### src/rtl/mult_eval_pkg.sv
`default_nettype none
// ============================================================================
// Module      : mult_eval_pkg
// Description : Shared types and constants for the multiplier evaluation
//               sequencer: FSM state encoding, LFSR polynomial and default
//               seed, and the single-step LFSR helper.
// Revision    : 1.0 - initial release
// ============================================================================
package mult_eval_pkg;

    localparam logic [15:0] LFSR_POLY    = 16'hB400;
    localparam logic [15:0] DEFAULT_SEED = 16'hACE1;

    typedef enum logic [2:0] {
        S_IDLE  = 3'd0,
        S_LOAD  = 3'd1,
        S_WAIT  = 3'd2,
        S_CHECK = 3'd3,
        S_DONE  = 3'd4
    } state_t;

    // One step of a right-shifting Galois LFSR: the bit shifted out of the
    // bottom decides whether the polynomial taps are folded back in.
    function automatic logic [15:0] lfsr_next(input logic [15:0] s);
        return s[0] ? ((s >> 1) ^ LFSR_POLY) : (s >> 1);
    endfunction

endpackage
`default_nettype wire

### src/rtl/mult_eval_lfsr.sv
`default_nettype none
// ============================================================================
// Module      : mult_eval_lfsr
// Description : 16-bit Galois LFSR operand source. A zero seed would lock the
//               register at zero, so it is replaced by DEFAULT_SEED.
// Ports       : clk      in   clock, rising edge
//               rst_n    in   asynchronous active-low reset (state <= seed)
//               i_load   in   reload the seed (has priority over i_step)
//               i_step   in   advance one LFSR step
//               o_state  out  current 16-bit LFSR state
// Revision    : 1.0 - initial release
// ============================================================================
module mult_eval_lfsr
    import mult_eval_pkg::*;
#(
    parameter logic [15:0] SEED = DEFAULT_SEED
) (
    input  logic        clk,
    input  logic        rst_n,
    input  logic        i_load,
    input  logic        i_step,
    output logic [15:0] o_state
);

    localparam logic [15:0] c_SEED = (SEED == 16'h0000) ? DEFAULT_SEED : SEED;

    logic [15:0] r_lfsr;

    always_ff @(posedge clk or negedge rst_n) begin
        if (!rst_n) begin
            r_lfsr <= c_SEED;
        end else if (i_load) begin
            r_lfsr <= c_SEED;
        end else if (i_step) begin
            r_lfsr <= lfsr_next(r_lfsr);
        end
    end

    assign o_state = r_lfsr;

endmodule
`default_nettype wire

### src/rtl/mult_eval_sequencer.sv
`default_nettype none
// ============================================================================
// Module      : mult_eval_sequencer
// Description : Stimulus/check controller for one combinational multiplier
//               candidate. Drives operand pairs (LFSR or exhaustive walk),
//               waits SETTLE cycles, compares P against the golden product,
//               counts mismatches and records the first failing vector.
// Ports       : clk        in   clock, rising edge
//               rst_n      in   asynchronous active-low reset
//               start      in   begin a run (honoured in IDLE/DONE only)
//               mult_a/b   out  registered operands to the multiplier
//               mult_p     in   product from the multiplier
//               busy       out  run in progress
//               done       out  run complete, held until next start
//               pass       out  done and no mismatches
//               err_count  out  saturating mismatch count
//               vec_count  out  vectors checked this run
//               fail_a/b/p out  operands and observed P of first mismatch
// Revision    : 1.0 - initial release
// ============================================================================
module mult_eval_sequencer
    import mult_eval_pkg::*;
#(
    parameter int          WIDTH       = 2,
    parameter int          NUM_VECTORS = 20,
    parameter bit          EXHAUSTIVE  = 1'b0,
    parameter int          SETTLE      = 1,
    parameter logic [15:0] SEED        = DEFAULT_SEED,
    parameter int          ERR_W       = 16
) (
    input  logic                   clk,
    input  logic                   rst_n,
    input  logic                   start,
    output logic [WIDTH-1:0]       mult_a,
    output logic [WIDTH-1:0]       mult_b,
    input  logic [2*WIDTH-1:0]     mult_p,
    output logic                   busy,
    output logic                   done,
    output logic                   pass,
    output logic [ERR_W-1:0]       err_count,
    output logic [2*WIDTH+15:0]    vec_count,
    output logic [WIDTH-1:0]       fail_a,
    output logic [WIDTH-1:0]       fail_b,
    output logic [2*WIDTH-1:0]     fail_p
);

    localparam int c_VC_W   = 2 * WIDTH + 16;
    localparam int c_WAIT_W = (SETTLE > 1) ? $clog2(SETTLE) : 1;

    // ------------------------------------------------------------------------
    // Registers and wires
    // ------------------------------------------------------------------------
    state_t               r_state;
    state_t               w_state_next;

    logic [WIDTH-1:0]     r_mult_a;
    logic [WIDTH-1:0]     r_mult_b;
    logic [c_WAIT_W-1:0]  r_wait;
    logic [ERR_W-1:0]     r_err_count;
    logic [c_VC_W-1:0]    r_vec_count;
    logic [WIDTH-1:0]     r_fail_a;
    logic [WIDTH-1:0]     r_fail_b;
    logic [2*WIDTH-1:0]   r_fail_p;

    logic                 w_reload;     // start accepted: clear results, rewind source
    logic                 w_load_ops;   // present next vector to the multiplier
    logic                 w_check;      // sample and judge the product
    logic                 w_src_last;   // vector under check is the final one
    logic [WIDTH-1:0]     w_src_a;
    logic [WIDTH-1:0]     w_src_b;
    logic [2*WIDTH-1:0]   w_golden;
    logic                 w_mismatch;

    // ------------------------------------------------------------------------
    // Operand source
    // ------------------------------------------------------------------------
    generate
        if (EXHAUSTIVE) begin : g_exhaustive
            // {A,B} is the counter itself, so A is the slow-moving half.
            logic [2*WIDTH-1:0] r_cnt;

            always_ff @(posedge clk or negedge rst_n) begin
                if (!rst_n) begin
                    r_cnt <= '0;
                end else if (w_reload) begin
                    r_cnt <= '0;
                end else if (w_check) begin
                    r_cnt <= r_cnt + 1'b1;
                end
            end

            assign w_src_a    = r_cnt[2*WIDTH-1:WIDTH];
            assign w_src_b    = r_cnt[WIDTH-1:0];
            assign w_src_last = &r_cnt;
        end else begin : g_lfsr_src
            logic [15:0] w_lfsr;
            logic        w_unused_lfsr;

            mult_eval_lfsr #(
                .SEED    (SEED)
            ) u_lfsr (
                .clk     (clk),
                .rst_n   (rst_n),
                .i_load  (w_reload),
                .i_step  (w_check),
                .o_state (w_lfsr)
            );

            assign w_src_a       = w_lfsr[WIDTH-1:0];
            assign w_src_b       = w_lfsr[2*WIDTH-1:WIDTH];
            // Vector count has not yet been bumped for the vector in CHECK.
            assign w_src_last    = (r_vec_count == c_VC_W'(NUM_VECTORS - 1));
            // Only the low 2*WIDTH bits feed the operands.
            assign w_unused_lfsr = ^w_lfsr;
        end
    endgenerate

    // ------------------------------------------------------------------------
    // FSM
    // ------------------------------------------------------------------------
    always_ff @(posedge clk or negedge rst_n) begin
        if (!rst_n) begin
            r_state <= S_IDLE;
        end else begin
            r_state <= w_state_next;
        end
    end

    always_comb begin
        w_state_next = r_state;
        w_reload     = 1'b0;
        w_load_ops   = 1'b0;
        w_check      = 1'b0;
        case (r_state)
            S_IDLE, S_DONE: begin
                if (start) begin
                    w_reload     = 1'b1;
                    w_state_next = S_LOAD;
                end
            end
            S_LOAD: begin
                w_load_ops   = 1'b1;
                w_state_next = S_WAIT;
            end
            S_WAIT: begin
                if (r_wait == '0) begin
                    w_state_next = S_CHECK;
                end
            end
            S_CHECK: begin
                w_check      = 1'b1;
                w_state_next = w_src_last ? S_DONE : S_LOAD;
            end
            default: begin
                w_state_next = S_IDLE;
            end
        endcase
    end

    // ------------------------------------------------------------------------
    // Golden compare. Case-inequality makes any X/Z on P a mismatch.
    // ------------------------------------------------------------------------
    assign w_golden   = {{WIDTH{1'b0}}, r_mult_a} * {{WIDTH{1'b0}}, r_mult_b};
    assign w_mismatch = (mult_p !== w_golden);

    // ------------------------------------------------------------------------
    // Operands, settle counter and result registers
    // ------------------------------------------------------------------------
    always_ff @(posedge clk or negedge rst_n) begin
        if (!rst_n) begin
            r_mult_a    <= '0;
            r_mult_b    <= '0;
            r_wait      <= '0;
            r_err_count <= '0;
            r_vec_count <= '0;
            r_fail_a    <= '0;
            r_fail_b    <= '0;
            r_fail_p    <= '0;
        end else begin
            if (w_reload) begin
                r_err_count <= '0;
                r_vec_count <= '0;
                r_fail_a    <= '0;
                r_fail_b    <= '0;
                r_fail_p    <= '0;
            end

            // WAIT lasts SETTLE cycles: it exits on the cycle the counter
            // reads zero, so it is preloaded with SETTLE-1.
            if (w_load_ops) begin
                r_mult_a <= w_src_a;
                r_mult_b <= w_src_b;
                r_wait   <= c_WAIT_W'(SETTLE - 1);
            end else if ((r_state == S_WAIT) && (r_wait != '0)) begin
                r_wait <= r_wait - 1'b1;
            end

            if (w_check) begin
                r_vec_count <= r_vec_count + 1'b1;
                if (w_mismatch) begin
                    // Counter saturates, so zero reliably means "no failure yet".
                    if (r_err_count == '0) begin
                        r_fail_a <= r_mult_a;
                        r_fail_b <= r_mult_b;
                        r_fail_p <= mult_p;
                    end
                    if (r_err_count != '1) begin
                        r_err_count <= r_err_count + 1'b1;
                    end
                end
            end
        end
    end

    // ------------------------------------------------------------------------
    // Outputs
    // ------------------------------------------------------------------------
    assign mult_a    = r_mult_a;
    assign mult_b    = r_mult_b;
    assign busy      = (r_state == S_LOAD) || (r_state == S_WAIT) || (r_state == S_CHECK);
    assign done      = (r_state == S_DONE);
    assign pass      = (r_state == S_DONE) && (r_err_count == '0);
    assign err_count = r_err_count;
    assign vec_count = r_vec_count;
    assign fail_a    = r_fail_a;
    assign fail_b    = r_fail_b;
    assign fail_p    = r_fail_p;

endmodule
`default_nettype wire

### config.mk
export PLATFORM = sky130hd
export DESIGN_NAME = mult_eval_sequencer
export DESIGN_NICKNAME = d
export VERILOG_FILES = /design/src/rtl/mult_eval_pkg.sv /design/src/rtl/mult_eval_lfsr.sv /design/src/rtl/mult_eval_sequencer.sv
export SDC_FILE = /design/constraint.sdc
export NUM_CORES = 1
export LEC_CHECK = 0
export BUFFER_PORTS_ARGS = -buffer_cell sky130_fd_sc_hd__buf_2
export CAP_MARGIN = 25
export CORE_ASPECT_RATIO = 1.2
export CORE_UTILIZATION = 44
export DETAILED_ROUTE_END_ITERATION = 12
export HOLD_SLACK_MARGIN = 0.12
export SLEW_MARGIN = 20
export SYNTH_ARGS = -nofsm -noshare
export SYNTH_HDL_FRONTEND = slang
export SYNTH_HIERARCHICAL = 1
export SYNTH_SLANG_ARGS = --single-unit
export TNS_END_PERCENT = 30
### constraint.sdc
create_clock -name clk -period 2.6 [get_ports clk]
set_input_delay 0.78 -clock clk [delete_from_list [all_inputs] [get_ports clk]]
set_output_delay 0.78 -clock clk [all_outputs]
set_load 0.03 [all_outputs]
; Yosys cells after proc, flatten, opt, wreduce, memory -nomap -nowiden
; Cells that the tools add are included.
[word_totals]
register_bits = 68
inputBits = 7
out_inout_bits = 51
word_cells = 65
[classes]
n_addsub = 3
n_mul = 1
n_eq_ne = 9
n_mux = 31
bitwise_logic = 1
reduce_logical = 10
[op_table]
columns = cell, n
row1 = $mux 16, 7
row2 = $mux 20, 2
row3 = $add 20x1->20 const B, 1
row4 = $eq 20x5->1 const B, 1
row5 = $add 16x1->16 const B, 1
row6 = $logic_not 16->1, 1
row7 = $mux 2, 8
row8 = $mux 4, 4
row9 = $ne 16x16->1 const B, 1
row10 = $pmux 3 s4, 1
row11 = $mux 3, 3
row12 = $eq 3x2->1 const B, 2
row13 = $mux 1, 6
row14 = $mul 2x2->4, 1
row15 = $ne 2x2->1 const B, 2
row16 = $nex 4x4->1, 1
row17 = $not 3->4, 1
row18 = $reduce_bool 2->1, 2
row19 = $eq 3x1->1 const B, 1
row20 = $eq 3x3->1 const B, 1
row21 = $logic_not 3->1, 1
row22 = $logic_and 1x1->1, 2
row23 = $logic_or 1x1->1, 2
row24 = $reduce_and 2->1, 1
row25 = 2 further kinds, 2

; Logic depth before layout (Yosys ltp)
; Gate-level depths: netlist of the first run.
[logic_depth]
word_depth = 7
ltp_mapped = 10
ltp_nobuf = 9

; By module
; The synthesis of the first run kept the hierarchy.
[by_module_without_submodules]
columns = module, n_inst, cells_per_inst, area_per_inst_um2, seq_area_each_um2
row1 = mult_eval_sequencer, 1, 290, 2773.9, 1301.2
row2 = mult_eval_lfsr, 1, 56, 726.9, 410.4

; Least setup slack after synthesis of the first run
; Ideal clock, no wire load.
[synth_timing]
path_type = register to register
from = register r_mult_a[0] (netlist: mult_a[0])
to = register r_err_count[10] (netlist: err_count[10])
setup_time_ps = 118
arrival_ps = 2251
required_time_ps = 2482
setup_slack_ps = 231
path_stages_with_launch = 10
path_buffers = 0
synth_period_minus_slack_ps = 2369
path_cell_list = dfrtp_1 -> inv_1 -> nor2_1 -> ha_1 -> ha_1 -> xnor2_1 -> o2111ai_2 -> nand3_4 -> mux2_2 -> a21o_1
[synth_between]
elab_chain_len = 4
[synth_lines]
columns = element, line
row1 = "start, declared", mult_eval_sequencer.sv:56  ; logic [WIDTH-1:0] r_mult_a;
row2 = "start signal, assigned", mult_eval_sequencer.sv:191  ; r_mult_a <= w_src_a;
row3 = $mul 2x2->4, mult_eval_sequencer.sv:163  ; assign w_golden = {{WIDTH{1'b0}}, r_mult_a} * {{WIDTH{1'b0}}, r_mult_b};
row4 = $nex 4x4->1, mult_eval_sequencer.sv:164  ; assign w_mismatch = (mult_p !== w_golden);
row5 = $mux 16, mult_eval_sequencer.sv:200  ; if (w_mismatch) begin
row6 = $mux 16, mult_eval_sequencer.sv:198  ; if (w_check) begin
row7 = "end signal, assigned", mult_eval_sequencer.sv:208  ; r_err_count <= r_err_count + 1'b1;
row8 = "end, declared", mult_eval_sequencer.sv:59  ; logic [ERR_W-1:0] r_err_count;
; Every way passes these cells.
; A chain may end at the register's enable or synchronous reset.

; Final worst setup path of the first run
[layout_timing]
from = register r_err_count[0] (netlist: err_count[0])
to = output port pass
[layout_between]
elab_chain_len = 2
[layout_lines]
columns = element, line
row1 = $logic_not 16->1, mult_eval_sequencer.sv:222  ; assign pass = (r_state == S_DONE) && (r_err_count == '0);
row2 = $logic_and 1x1->1, mult_eval_sequencer.sv:222
row3 = "end, declared", mult_eval_sequencer.sv:39  ; output logic pass,
; Every way passes these cells.

==> impl_metrics.tcl, run 1 <==
set metrics [dict create \
    cp_data_arrival_time_ns 1.72 \
    cts_tree "done" \
    seqPwrFrac 0.383 \
    cp_top_family "simple AND/OR/NAND/NOR gates" \
    crit-reg2reg-capture "err_count[3]" \
    final_nets 422 \
    finalSetupViolations 0 \
    p_comb_frac 0.396 \
    wl_per_cell_um 14.7 \
    yosysTopAreaCell "dfrtp_1" \
    worst_pin_slew_ns 0.736 \
    design.portCount 58 \
    ys_types 58 \
    reg2reg_depth 10 \
    place_hpwl_mm 4.99 \
    clkSlewWorstSetupHoldPaths_ns 0.08 \
    endpoint_kind "output port" \
    layout_min_cycle_time_ns 2.50 \
    grt_max_degree 69 \
    rows 35 \
    detail-route-antenna-nets 0 \
    core-area_sq_um 7710 \
    critPathLaunchType "flop" \
    mostFrequentLayoutCells "dfrtp_1 (59), buf_2 (57), nand2_1 (35), nor2_1 (25), mux2i_1 (20)" \
    timing_hold_violations_final 0 \
    crit_chain "inv_1, ha_1, nor4b_2, nand4_1, nor2_1, buf_2" \
    drt_iter0_drc 205 \
    slew_headroom 0.508 \
    worstSetupPathType "reg -> out" \
    synth.avg_cell_area_sq_um 10.1 \
    start_util 0.454 \
    cp.depth 6 \
    switchingPower_mw 1.67 \
    fmax_mhz 399 \
    ys.warnings.count 6 \
    syn_area_sq_um 3500 \
    rsz0062_at_grt "false" \
    drive_gt1_frac 0.272 \
    die_h_um 99.7 \
    ys_seq_elements 68 \
    status "finished clean" \
    cts_root_buffer "clkbuf_8" \
    postSynthCellCount 346 \
    synth_top_area_share 0.429 \
    vias_per_cell 5.59 \
    ir_worst_vdd_v 0.000578 \
    place_ws_ns 0.297 \
    maxCapViolCount 0 \
    antenna_found_initial 0 \
    reg2reg_slack_ns 0.27 \
    skew_ns 0.0100 \
    drv_slew 0 \
    firstDrtPassIters 4 \
    p_leak_nw 1.96 \
    diodes 0 \
    layout_commonest_cell "dfrtp_1" \
    slowest_stage "dfrtp_2" \
    hold_path.class "in -> async" \
    chipWidth_um 83.4 \
    synth-seq-area-share 0.489 \
    rr_startpoint "mult_b[1]" \
    fin_tns_setup_ns 0 \
    hold_buffers 0 \
    powerDensity_nw_per_um2 1040 \
    gp_congestion 0.875 \
    wl_mm 7.46 \
    swShare 0.392 \
    cp.required_ns 1.82 \
    clock_latency_ns 0.35 \
    syn2layout_area_growth_pct 17.3 \
    grt.overflow.total 0 \
    htreeDepth 3 \
    route.detailed.drc 0 \
    async_flop_share 1.00 \
    cp_max_fo 7 \
    syn_nets 358 \
    grt_pass1_vias 2615 \
    numCtsBuffers 9 \
    vias 2836 \
    synth_area_leaders "dfrtp_1 (43%), dfstp_2 (6.0%), mux2i_1 (5.7%)" \
    synth_edf_count 0 \
    clockBufferDepth 2 \
    setup_ws_ns 0.0954 \
    cp_slowest_stage_delay_ns 0.45 \
    n_fill_cell 703 \
    cp_num_buf_inv 2 \
    port_buffers 57 \
    grt_pass1_wl_mm 12.6 \
    numClockSinks 68 \
    grt_usage 0.191 \
    p_clk_frac 0.221 \
    ys.flop_type "dfrtp_1" \
    fin_crit_sh 0.963 \
    p_int_mw 2.59 \
    dieArea_sq_um 8320 \
]
sequential cells by signal, summed over array words and instances, names as in the netlist:
register	cells
err_count	16
fail_a	2
fail_b	2
fail_p	4
g_lfsr_src.u_lfsr/o_state	16
mult_a	2
mult_b	2
r_state	3
r_wait	1
vec_count	20
Yosys cell counts, drive strengths merged (2+ instances only):
master  count
nor4        7
a21o        7
o21ai      19
nor2       27
o21bai      3
and3        2
o31ai       8
xnor2       7
mux2i      20
dfstp       8
ha          5
or2         2
inv        18
mux2        2
nand3      21
xor2        2
o211ai      8
and2b       5
nand4      11
dfrtp      60
or3         3
buf        10
nor3       12
clkbuf      4
nor4b       3
a31oi       2
and4        2
nor3b       3
nand2      35
nor2b       3
or4         3
a21oi       6
a211o       8
cell type report:
type	count	area [sq um]	area share
clock buffer	12	135	0.0329
clock inverter	4	73.8	0.0180
inverter	18	67.6	0.0164
multi-input combinational	246	1630	0.397
sequential	68	1710	0.417
tap	92	115	0.0280
timing repair buffer	67	373	0.0908
kinds of logic after synthesis:
kind of cell,count (synthesis),synth area share
flip-flops,68,0.489
buffers and inverters,32,0.0472
XOR/XNOR,9,0.0225
AO/OA/AOI/OAI,70,0.146
multiplexers,22,0.0636
AND/OR/NAND/NOR,140,0.214
adder cells (fa/ha/maj),5,0.0179
how the worst max path moves through the flow:
stage                                to    startpoint
after floorplan           err_count[10]     mult_a[0]
after global placement     err_count[8]     mult_b[0]
after detailed placement   err_count[8]     mult_a[0]
after CTS                          pass  err_count[0]
after global routing               pass  err_count[0]
final                              pass  err_count[0]
power by group through the flow:
| stage | logic, mW | clock network (mW) | registers, mW |
|---|---|---|---|
| 6_report | 1.69 | 0.941 | 1.63 |
| 3_3_place_gp | 1.66 | 0 | 1.65 |
| 5_1_grt | 1.85 | 1.01 | 1.68 |
| 3_5_place_dp | 1.68 | 0 | 1.65 |
| 2_1_floorplan | 1.10 | 0 | 1.85 |
| 4_1_cts | 1.70 | 0.965 | 1.63 |
what timing repair did:
| action | CTS | global route |
|---|---|---|
| endpoints found under the setup margin | 1 | 1 |
| resized for setup | 1 | 1 |
| pin swaps | 1 | 1 |
| buffers inserted | 0 | 1 |
per-stage QoR:
stage	instances	hold WS [ns]	util	area, sq um	power (mW)
final	507	0.430	0.533	4110	4.26
after global routing	507	0.459	0.533	4110	4.55
after CTS	506	0.455	0.532	4100	4.30
after detailed placement	490	0.480	0.504	3880	3.33
after global placement	490	0.474	0.504	3880	3.31
after floorplan	346	0.460	-	3500	2.95
per-layer routing:
metal	GRT usage	share of wire
met1	0.251	0.46
met2	0.292	0.47
met3	0.0440	0.039
met4	0.108	0.028
met5	0	0
worst register-to-register path, cell delays in order, from the launching register on:
cell	delay (ns)
dfrtp_1	0.38
inv_1	0.12
nor2_1	0.06
ha_1	0.20
ha_1	0.28
xnor2_1	0.20
o2111ai_2	0.19
buf_4	0.21
a31oi_4	0.32
o21bai_1	0.17
a21o_1	0.13
Power figures use the tool's default switching activity.
==> inputs of run 2 (changes only) <==
--- a/config.mk
+++ b/config.mk
@@ -8,6 +8,7 @@
 export BUFFER_PORTS_ARGS = -buffer_cell sky130_fd_sc_hd__buf_2
 export CAP_MARGIN = 25
 export CORE_ASPECT_RATIO = 1.2
+export CORE_MARGIN = 3
 export CORE_UTILIZATION = 44
 export DETAILED_ROUTE_END_ITERATION = 12
 export HOLD_SLACK_MARGIN = 0.12
==> impl_metrics.tcl, run 2 (same netlist as run 1, synthesis figures left out) <==
set metrics [dict create \
    place_ws_ns 0.212 \
    gr-max-usage-layer "met2" \
    cts_tree "done" \
    grtUsageMet3 0.0334 \
    ir_worst_vdd_v 0.000564 \
    vias_per_cell 5.58 \
    worstSetupPathType "reg -> out" \
    wl_mm 7.61 \
    numCtsBuffers 9 \
    cp.required_ns 1.82 \
    wl_per_cell_um 15.0 \
    detail-route-antenna-nets 0 \
    worst_pin_slew_ns 0.772 \
    gp_congestion 0.844 \
    crit-reg2reg-capture "err_count[13]" \
    globalRouteMet1Util 0.248 \
    use_met2 0.284 \
    status "finished clean" \
    endpoint_kind "output port" \
    cts_root_buffer "clkbuf_8" \
    finalSetupViolations 0 \
    clockBufferDepth 2 \
    rsz0062_at_grt "false" \
    cp_slowest_stage_delay_ns 0.45 \
    clkSlewWorstSetupHoldPaths_ns 0.08 \
    fin_crit_sh 0.942 \
    mostFrequentLayoutCells "dfrtp_1 (58), buf_2 (56), nand2_1 (35), nor2_1 (25), mux2i_1 (20)" \
    die_h_um 104 \
    grt_pass1_wl_mm 13.2 \
    cp_data_arrival_time_ns 1.67 \
    fin_tns_setup_ns 0 \
    reg2reg_slack_ns 0.25 \
    slowest_stage "dfrtp_2" \
    reg2reg_depth 10 \
    drive_gt1_frac 0.285 \
    slew_headroom 0.484 \
    chipWidth_um 87.4 \
    multi_input_area_sq_um 1630 \
    cp_max_fo 7 \
    place_hpwl_mm 5.38 \
    whs_ns 0.436 \
    design.portCount 58 \
    drt_iter0_drc 112 \
    rr_startpoint "mult_a[0]" \
    timing_hold_violations_final 0 \
    largest_reg_flops 20 \
    numClockSinks 68 \
    htreeDepth 3 \
    grt_pass1_vias 2765 \
    vias 2841 \
    drv_slew 0 \
    maxCapViolCount 0 \
    clock_latency_ns 0.33 \
    dieArea_sq_um 9070 \
    hold_path.class "in -> async" \
    rows 35 \
    fmax_mhz 408 \
    port_buffers 57 \
    syn2layout_area_growth_pct 17.7 \
    antenna_found_initial 0 \
    seq_area_sq_um 1710 \
    powerDensity_nw_per_um2 1020 \
    grt_max_degree 69 \
    setup_ws_ns 0.151 \
    crit_chain "inv_1, ha_1, nor4b_2, nand4_1, nor2_1, clkbuf_4" \
    grt.overflow.total 0 \
    final_nets 424 \
    grt_usage 0.180 \
    critPathLaunchType "flop" \
    n_fill_cell 727 \
    hold_buffers 0 \
    diodes 0 \
    route.detailed.drc 0 \
    firstDrtPassIters 4 \
    core-area_sq_um 7710 \
    skew_ns 0.00689 \
    start_util 0.454 \
    p_leak_nw 1.96 \
    utilization 0.534 \
    layout_commonest_cell "dfrtp_1" \
    layout_min_cycle_time_ns 2.45 \
]
run 2: cell types whose count changed in the layout (fill, tap and decap cells not counted), sizes merged:
| cell | delta |
|---|---|
| bufinv | -1 |
| buf | +1 |
| clkbuf | -1 |
| clkinvlp | +2 |
| clkinv | +1 |
run 2: worst max-delay path by stage:
stage / start / endpoint / depth (start not counted)
6_report: err_count[0] / pass / 6
3_5_place_dp: mult_a[0] / err_count[3] / 10
4_1_cts: err_count[0] / pass / 6
2_1_floorplan: mult_a[0] / err_count[10] / 9
3_3_place_gp: mult_a[0] / err_count[8] / 10
5_1_grt: err_count[0] / pass / 6
run 2: power breakdown:
part | total (mW) | switching [mW] | leakage (nW) | internal (mW)
sequential | 1.64 | 0.253 | 0.888 | 1.39
combinational | 1.70 | 1.04 | 0.975 | 0.668
clock | 0.877 | 0.410 | 0.0983 | 0.467
total | 4.22 | 1.70 | 1.96 | 2.52
run 2: metal layers:
metal  vias to the layer above  part of all wire  routed length (um)
met5                         -                 0                   0
met4                         0             0.012                  91
met3                         8             0.033                 255
met2                        51              0.49                3730
met1                      1384              0.46                3540
li1                       1398                 -                   -
run 2: final cells by class:
| class | count | area share |
|---|---|---|
| Clock buffer | 10 | 0.0334 |
| Clock inverter | 6 | 0.0155 |
| Tap cell | 92 | 0.0279 |
| Inverter | 18 | 0.0164 |
| Multi-Input combinational cell | 246 | 0.396 |
| Sequential cell | 68 | 0.416 |
| Timing Repair Buffer | 69 | 0.0948 |
run 2: worst max-delay path: cells and delay by family (launching register included):
family / cells / cell delay, ns
adders and majority gates: 1 / 0.13
buffers and inverters: 2 / 0.27
DFF: 1 / 0.45
and+or+nand+nor: 3 / 0.49
run 2: repair_timing:
| action | CTS | global route |
|---|---|---|
| setup endpoints to repair | 1 | 1 |
| hold endpoints to repair | 0 | 0 |
| gates resized for setup | 1 | 3 |
| pin swaps | 0 | 1 |
| setup buffers | 0 | 1 |
run 2: through the flow:
step	instance area [sq um]	power, mW	cells
floorplan	3500	2.95	346
global placement	3900	3.33	492
detailed placement	3900	3.36	492
CTS	4110	4.25	508
global route	4120	4.52	509
finish	4120	4.22	509
